File: src/rtl/convolver.sv
// -----------------------------------------------------------------------------
// convolver
//   Streaming 2D valid-mode convolution (correlation) engine. Consumes one
//   pixel of an INPUT_SIZE x INPUT_SIZE map per enabled clock in raster order.
//   For every window position on the STRIDE grid it presents
//   sum(kernel * window) + bias, with no added latency, on the cycle after the
//   edge that captured the window's bottom-right pixel.
//
// Ports
//   clk         clock, all state updates on the rising edge
//   global_rst  asynchronous active-high reset
//   ce          clock enable; every high cycle consumes one pixel
//   myInput     current input pixel (signed)
//   weight      packed kernel, weight[(kr*K+kc)*DATA_WIDTH +: DATA_WIDTH]
//   bias        signed bias added to every output
//   conv_op     window result, low DATA_WIDTH bits of the sum (0 when not valid)
//   valid_conv  conv_op holds a window result this cycle
//   end_conv    whole frame processed (sticky until global_rst)
// -----------------------------------------------------------------------------
module convolver #(
  parameter int DATA_WIDTH  = 8,
  parameter int INPUT_SIZE  = 28,
  parameter int KERNEL_SIZE = 3,
  parameter int STRIDE      = 1
) (
  input  logic                                              clk,
  input  logic                                              global_rst,
  input  logic                                              ce,
  input  logic signed [DATA_WIDTH-1:0]                      myInput,
  input  logic        [KERNEL_SIZE*KERNEL_SIZE*DATA_WIDTH-1:0] weight,
  input  logic signed [DATA_WIDTH-1:0]                      bias,
  output logic signed [DATA_WIDTH-1:0]                      conv_op,
  output logic                                              valid_conv,
  output logic                                              end_conv
);

  localparam int N       = INPUT_SIZE;
  localparam int K       = KERNEL_SIZE;
  localparam int S       = STRIDE;
  // Enough history to reach from the newest pixel back to the window's
  // top-left corner.
  localparam int BUF_LEN = (K - 1) * N + K;
  localparam int PW      = 2 * DATA_WIDTH;
  localparam int ACC_W   = PW + $clog2(K * K) + 1;
  localparam int CNT_W   = $clog2(N + 1);

  localparam logic [CNT_W-1:0] COL_LAST = CNT_W'(N - 1);
  // The row counter only reaches N after the frame's last pixel is captured.
  localparam logic [CNT_W-1:0] ROW_DONE = CNT_W'(N);

  // win[0] is the newest pixel; win[BUF_LEN-1] the oldest still needed.
  logic signed [DATA_WIDTH-1:0] win [BUF_LEN];
  logic        [CNT_W-1:0]      row;
  logic        [CNT_W-1:0]      col;
  logic                         win_flag;
  logic                         cap_hit;
  logic                         advance;
  logic                         frame_done;
  logic signed [PW-1:0]         prod;
  logic signed [ACC_W-1:0]      acc;
  logic                         unused_acc_hi;

  assign advance    = ce & ~end_conv;
  assign frame_done = (row == ROW_DONE);

  // Does the pixel about to be captured, at (row, col), complete a window
  // that lies on the stride grid?  Windows with col < K-1 would straddle a
  // row wrap and are excluded.
  always_comb begin
    // NOTE: every always_comb output gets a default first, otherwise a path
    // that skips the assignment infers a latch.
    cap_hit = 1'b0;
    if (int'(row) >= K - 1 && int'(col) >= K - 1)
      cap_hit = ((int'(row) - (K - 1)) % S == 0) &&
                ((int'(col) - (K - 1)) % S == 0);
  end

  always_ff @(posedge clk or posedge global_rst) begin
    if (global_rst) begin
      // NOTE: the line buffer is a shift register in flops, not a RAM, so it
      // takes the reset like any other state and a new frame starts from 0.
      for (int i = 0; i < BUF_LEN; i++) win[i] <= '0;
      row      <= '0;
      col      <= '0;
      win_flag <= 1'b0;
      end_conv <= 1'b0;
    end else if (advance) begin
      if (frame_done) begin
        // The enabled cycle after the last capture presents the final
        // window; its closing edge retires the frame.
        end_conv <= 1'b1;
        win_flag <= 1'b0;
      end else begin
        // NOTE: non-blocking assignments make every win[i] take its
        // neighbour's pre-edge value, giving a true shift in any loop order.
        win[0] <= myInput;
        for (int i = 1; i < BUF_LEN; i++) win[i] <= win[i-1];
        win_flag <= cap_hit;
        if (col == COL_LAST) begin
          col <= '0;
          row <= row + 1'b1;
        end else begin
          col <= col + 1'b1;
        end
      end
    end
  end

  // Window pixel (kr, kc) sits (K-1-kr)*N + (K-1-kc) places behind the newest.
  always_comb begin
    acc  = ACC_W'(bias);
    prod = '0;
    for (int kr = 0; kr < K; kr++) begin
      for (int kc = 0; kc < K; kc++) begin
        prod = PW'(win[(K - 1 - kr) * N + (K - 1 - kc)]) *
               PW'($signed(weight[(kr * K + kc) * DATA_WIDTH +: DATA_WIDTH]));
        acc  = acc + ACC_W'(prod);
      end
    end
  end

  // The result wraps to DATA_WIDTH bits; the upper accumulator bits are
  // deliberately dropped.
  assign unused_acc_hi = ^acc[ACC_W-1:DATA_WIDTH];

  assign valid_conv = win_flag & ce;
  assign conv_op    = valid_conv ? acc[DATA_WIDTH-1:0] : '0;

endmodule

File: config.mk
export PLATFORM = sky130hd
export DESIGN_NAME = convolver
export DESIGN_NICKNAME = d
export VERILOG_FILES = /design/src/rtl/convolver.sv
export SDC_FILE = /design/constraint.sdc
export NUM_CORES = 2
export LEC_CHECK = 0
export CAP_MARGIN = 15
export CORE_MARGIN = 3
export CORE_UTILIZATION = 67
export DETAILED_ROUTE_END_ITERATION = 10
export PLACE_DENSITY_LB_ADDON = 0.2
export SLEW_MARGIN = 40
export SYNTH_ARGS = -nofsm -noshare
export SYNTH_HDL_FRONTEND = slang
export SYNTH_SLANG_ARGS = --single-unit
File: constraint.sdc
create_clock -name clk -period 36.8 [get_ports clk]
set_input_delay 7.36 -clock clk [delete_from_list [all_inputs] [get_ports clk]]
set_output_delay 7.36 -clock clk [all_outputs]
set_load 0.005 [all_outputs]
======== Word-level counts from Yosys, hierarchy flattened ========
Index checks and enable logic that the tools add are counted.
W data, S select, Z words.
word-level totals
  register bits ........................... 484
  input bits .............................. 91
  word-level logic and storage cells ...... 99
operators by class
  add/subtract/negate cells ............... 11
  multiply operators ...................... 9
  magnitude comparators ................... 2
  equality and inequality tests ........... 2
  mux-type cells .......................... 4
  bitwise logic cells ..................... 4
  reductions and logical operators ........ 4
operators by type and width
  kind                   number
  $add A8 B8 Y8          9
  $mul A8 B8 Y8          9
  $add A5 B1 Y5 const B  2
  $eq A5 B5 Y1 const B   2
  $ge A5 B2 Y1 const B   2
  $mux W8                1
  $mux W5                1
  $reduce_and A2 Y1      2
  $reduce_and A3 Y1      1
  $and A1 B1 Y1          2
  $mux W1                2
  $not A1 Y1             2
  $logic_and A1 B1 Y1    1

======== Logic depth before layout (Yosys ltp) ========
  depth in word-level cells ............... 11
  gate-level depth with buffers ........... 30

======== Worst setup path before layout ========
OpenSTA, ideal clock, no wires.
  path type ............................... input port to output port
  start ................................... in weight[33]
  end ..................................... out conv_op[7]
  data arrival time ....................... 14.158 ns
  data required time ...................... 29.440 ns
  path slack .............................. 15.282 ns
  cell stages on the path ................. 25
  buffers on the path ..................... 0
  path through ............................ and2_1 -> fa_1 -> inv_1 -> fa_1 -> fa_1 -> inv_1 -> fa_1 -> inv_1 -> fa_1 -> fa_1 -> inv_1 -> fa_1 -> fa_1 -> fa_1 -> inv_1 -> fa_1 -> inv_1 -> ha_1 -> a21o_1 -> a21oi_1 -> xnor2_1 -> xnor2_1 -> xnor2_1 -> xnor3_1 -> nor2_1
between the ends
  longest elaborated chain between the ends .. 7
RTL lines
  what                         line  RTL
  start, declared              30    input logic [KERNEL_SIZE*KERNEL_SIZE*DATA_WIDTH-1:0] weight,
  $mul A8 B8 Y8                115   prod = PW'(win[(K - 1 - kr) * N + (K - 1 - kc)]) *
  $add A8 B8 Y8 (5 in series)  117   acc = acc + ACC_W'(prod);
  $mux W8                      127   assign conv_op = valid_conv ? acc[DATA_WIDTH-1:0] : '0;
  end, declared                32    output logic signed [DATA_WIDTH-1:0] conv_op,
Every way passes these cells.

======== Final worst setup path ========
  start ................................... in weight[16]
  end ..................................... out conv_op[7]
between the ends
  longest elaborated chain between the ends .. 9
RTL lines
  what                         line
  $mul A8 B8 Y8                115
  $add A8 B8 Y8 (7 in series)  117
  $mux W8                      127
Every way passes these cells.

==> flow_metrics.tcl <==
set metrics [dict create \
    status "completed" \
    die_y_microns 209 \
    max_slew_margin_pct 45.4 \
    grt_max_degree 149 \
    yosysMostFrequentCell "nand2_1" \
    clock_latency_ps 600 \
    placementRows 73 \
    hold_path_class "flip-flop to flip-flop" \
    grt_pass1_vias 20300 \
    worstPathRequired_ps 29440 \
    vias_per_cell 5.21 \
    cts_resized 0 \
    instances_no_fill 3741 \
    multi_input_area_sq_um 14100 \
    cts_hold_buf 0 \
    fillers 2813 \
    drt_pre_antenna_iters 5 \
    gp_congestion 0.918 \
    nets 3598 \
    grt.met2_usage_pct 46.7 \
    port-buffer-count 100 \
    synth_top_area_share_pct 43.8 \
    max_cap_violations 0 \
    h-tree-depth 2 \
    dpl.cell_count 3649 \
    netlist_instances 3133 \
    place_ws_ps 13770 \
    remaining_drc_errors 0 \
    setup_ws_ps 13740 \
    finalPower_mw 1.87 \
    die-area_sq_um 43700 \
    timing.hold.ws_ps 460 \
    grt_first_pass_wirelength_microns 103000 \
    met1_usage_pct 40.1 \
    setup_violations 0 \
    r2r_setup_slack_ps 33150 \
    ys.flop_type "dfrtp_1" \
    clock-skew-final_ps 28.8 \
    synth.area.top_cells "dfrtp_1 44%, nand2_1 22%, fa_1 13%" \
    finalInstanceArea_sq_um 30800 \
    num_vias 19500 \
    critPathKind "input port to output pin" \
    synth_seq_cells 484 \
    cts_root_buf "clkbuf_16" \
    finalMaxSlewViolations 0 \
    antenna_found_initial 2 \
    cp-end-kind "output pin" \
    routedWlPerCell_microns 16.3 \
    rsz0062_at_grt "no" \
    synth_edf_count 0 \
    ys_warn_count 0 \
    placed_area_sq_um 29100 \
    clk_path_buf_depth 3 \
    cts_tree "yes" \
    cts_setup_buffers 0 \
    clock-sinks 484 \
    p_per_area_nw_per_um2 60.8 \
    regArea_sq_um 12100 \
    io_pins 101 \
    yosysTopAreaCell "dfrtp_1" \
    hp-start "win[312]$_DFFE_PP0P_" \
    syn-cell-area_sq_um 27700 \
    grt_util_all_layers_pct 29.0 \
    period_needed_ps 23060 \
    routed_wl_microns 61100 \
    hold_viol_final 0 \
    peakVddDrop_uv 105 \
    drt_iter0_markers 1535 \
    ant_nets 0 \
    syn2layout_area_growth_pct 11.4 \
    syn_avg_cell_area_sq_um 8.83 \
    power_leakage_nw 16.8 \
    coreArea_sq_um 40300 \
    grt.overflow.total 0 \
    die_w_microns 209 \
    drive_gt1_share_pct 3.27 \
    final_util_pct 76.5 \
    clk_pin_slew_ps 60 \
    min_period_over_period_pct 62.7 \
    critPathMaxFanout 8 \
    critPathLaunchType "input port" \
    syn_nets 3556 \
    cp.arrival_ps 15700 \
    ys_seq_area_share_pct 43.8 \
    fmax_mhz 43.4 \
    numCtsBuffers 48 \
    synth_common_cells "1584 x nand2_1, 484 x dfrtp_1, 255 x inv_1" \
    grt_use_met3_pct 4.58 \
    r2r-end "win[117]$_DFFE_PP0P_" \
    worst_slew_pin_slew_ps 818 \
    hold_path_end "win[304]$_DFFE_PP0P_" \
    min_path_cells 2 \
    worst_r2r_startpoint "row[0]$_DFFE_PP0P_" \
    yosysUniqueCellTypes 32 \
    finalSetupTns_ps 0 \
    initial_utilization_pct 68.7 \
    synthArstFlopShare_pct 100 \
    grt-busiest-layer "met2" \
    ff2ff_path_depth 9 \
    hpwl_microns 42200 \
]
==> report_power, final <==
group,internal (mW),switching (mW)
clock network,0.308,0.217
registers,0.577,0.0363
logic,0.368,0.367
==> state kept, by name, indices dropped and copies added (netlist names) <==
| register | cells |
|---|---|
| win_flag | 1 |
| col | 5 |
| win | 472 |
| end_conv | 1 |
| row | 5 |
==> critical path, stage by stage <==
cell             delay (ps)
clkdlybuf4s50_1         620
and2_1                  290
fa_1                    510
fa_1                    550
inv_1                    60
fa_1                    540
inv_1                    60
fa_1                    480
fa_1                    560
fa_1                    460
fa_1                    520
fa_1                    430
fa_1                    490
inv_1                    50
fa_1                    480
inv_1                    40
ha_1                    310
a21o_1                  190
a21oi_1                 160
xnor2_1                 160
xnor2_1                 160
xnor2_1                 160
xnor3_1                 420
nor2_1                  110
clkdlybuf4s50_1         510
==> how the worst max path moves through the flow <==
stage                       to  depth (start not counted)       start  slack [ps]
global route        conv_op[7]                         25  weight[16]       13450
finish              conv_op[7]                         25  weight[16]       13740
detailed placement  conv_op[7]                         25  weight[16]       13770
CTS                 conv_op[7]                         25  weight[16]       13740
floorplan           conv_op[7]                         25  weight[33]       15280
global placement    conv_op[7]                         25  weight[16]       13820
==> final cells by class <==
type | count | share of cell area, %
Multi-Input combinational cell | 2273 | 45.8
Sequential cell | 484 | 39.3
Clock buffer | 64 | 4.45
Timing Repair Buffer | 113 | 3.99
Inverter | 255 | 3.15
Tap cell | 525 | 2.13
Clock inverter | 26 | 1.13
Antenna cell | 1 | 0.00812
==> cells by family (layout without fill, tap and decap cells) <==
family	after synthesis	after routing	share of synthesized area [%]
buffers and inverters	376	458	5.15
other	0	1	0
xor gates and xnor gates	155	155	5.19
muxes	1	1	0.0407
AOI/OAI and AO/OA	13	13	0.276
DFF	484	484	43.8
and+or+nand+nor	1772	1772	25.7
adders and majority gates	332	332	19.8
==> metal layers <==
metal | wire, microns | vias up
met5 | 11 | -
met4 | 2660 | 2
met3 | 2910 | 130
met2 | 29100 | 417
met1 | 26300 | 9543
li1 | - | 9395
==> placed cells by master (no fill, tap or decap), types with 2 or more instances in the layout <==
master	count
and3_1	4
nand2_1	1584
buf_6	4
buf_12	3
nand2b_1	6
clkbuf_16	48
clkdlybuf4s50_1	100
clkbuf_1	5
and2_1	156
a21oi_1	3
inv_1	254
nand4_1	2
dfrtp_1	484
clkinv_2	14
or4_1	2
xnor2_1	122
a21o_1	3
bufinv_16	6
inv_8	2
ha_1	155
nor2_1	5
xnor3_1	4
o21ai_0	5
nor2b_1	4
clkinv_16	2
buf_16	4
xor2_1	26
nand3_1	2
xnor2_2	3
buf_4	2
fa_1	177
clkbuf_8	11
Note: power is estimated with default switching activity, not from simulation.
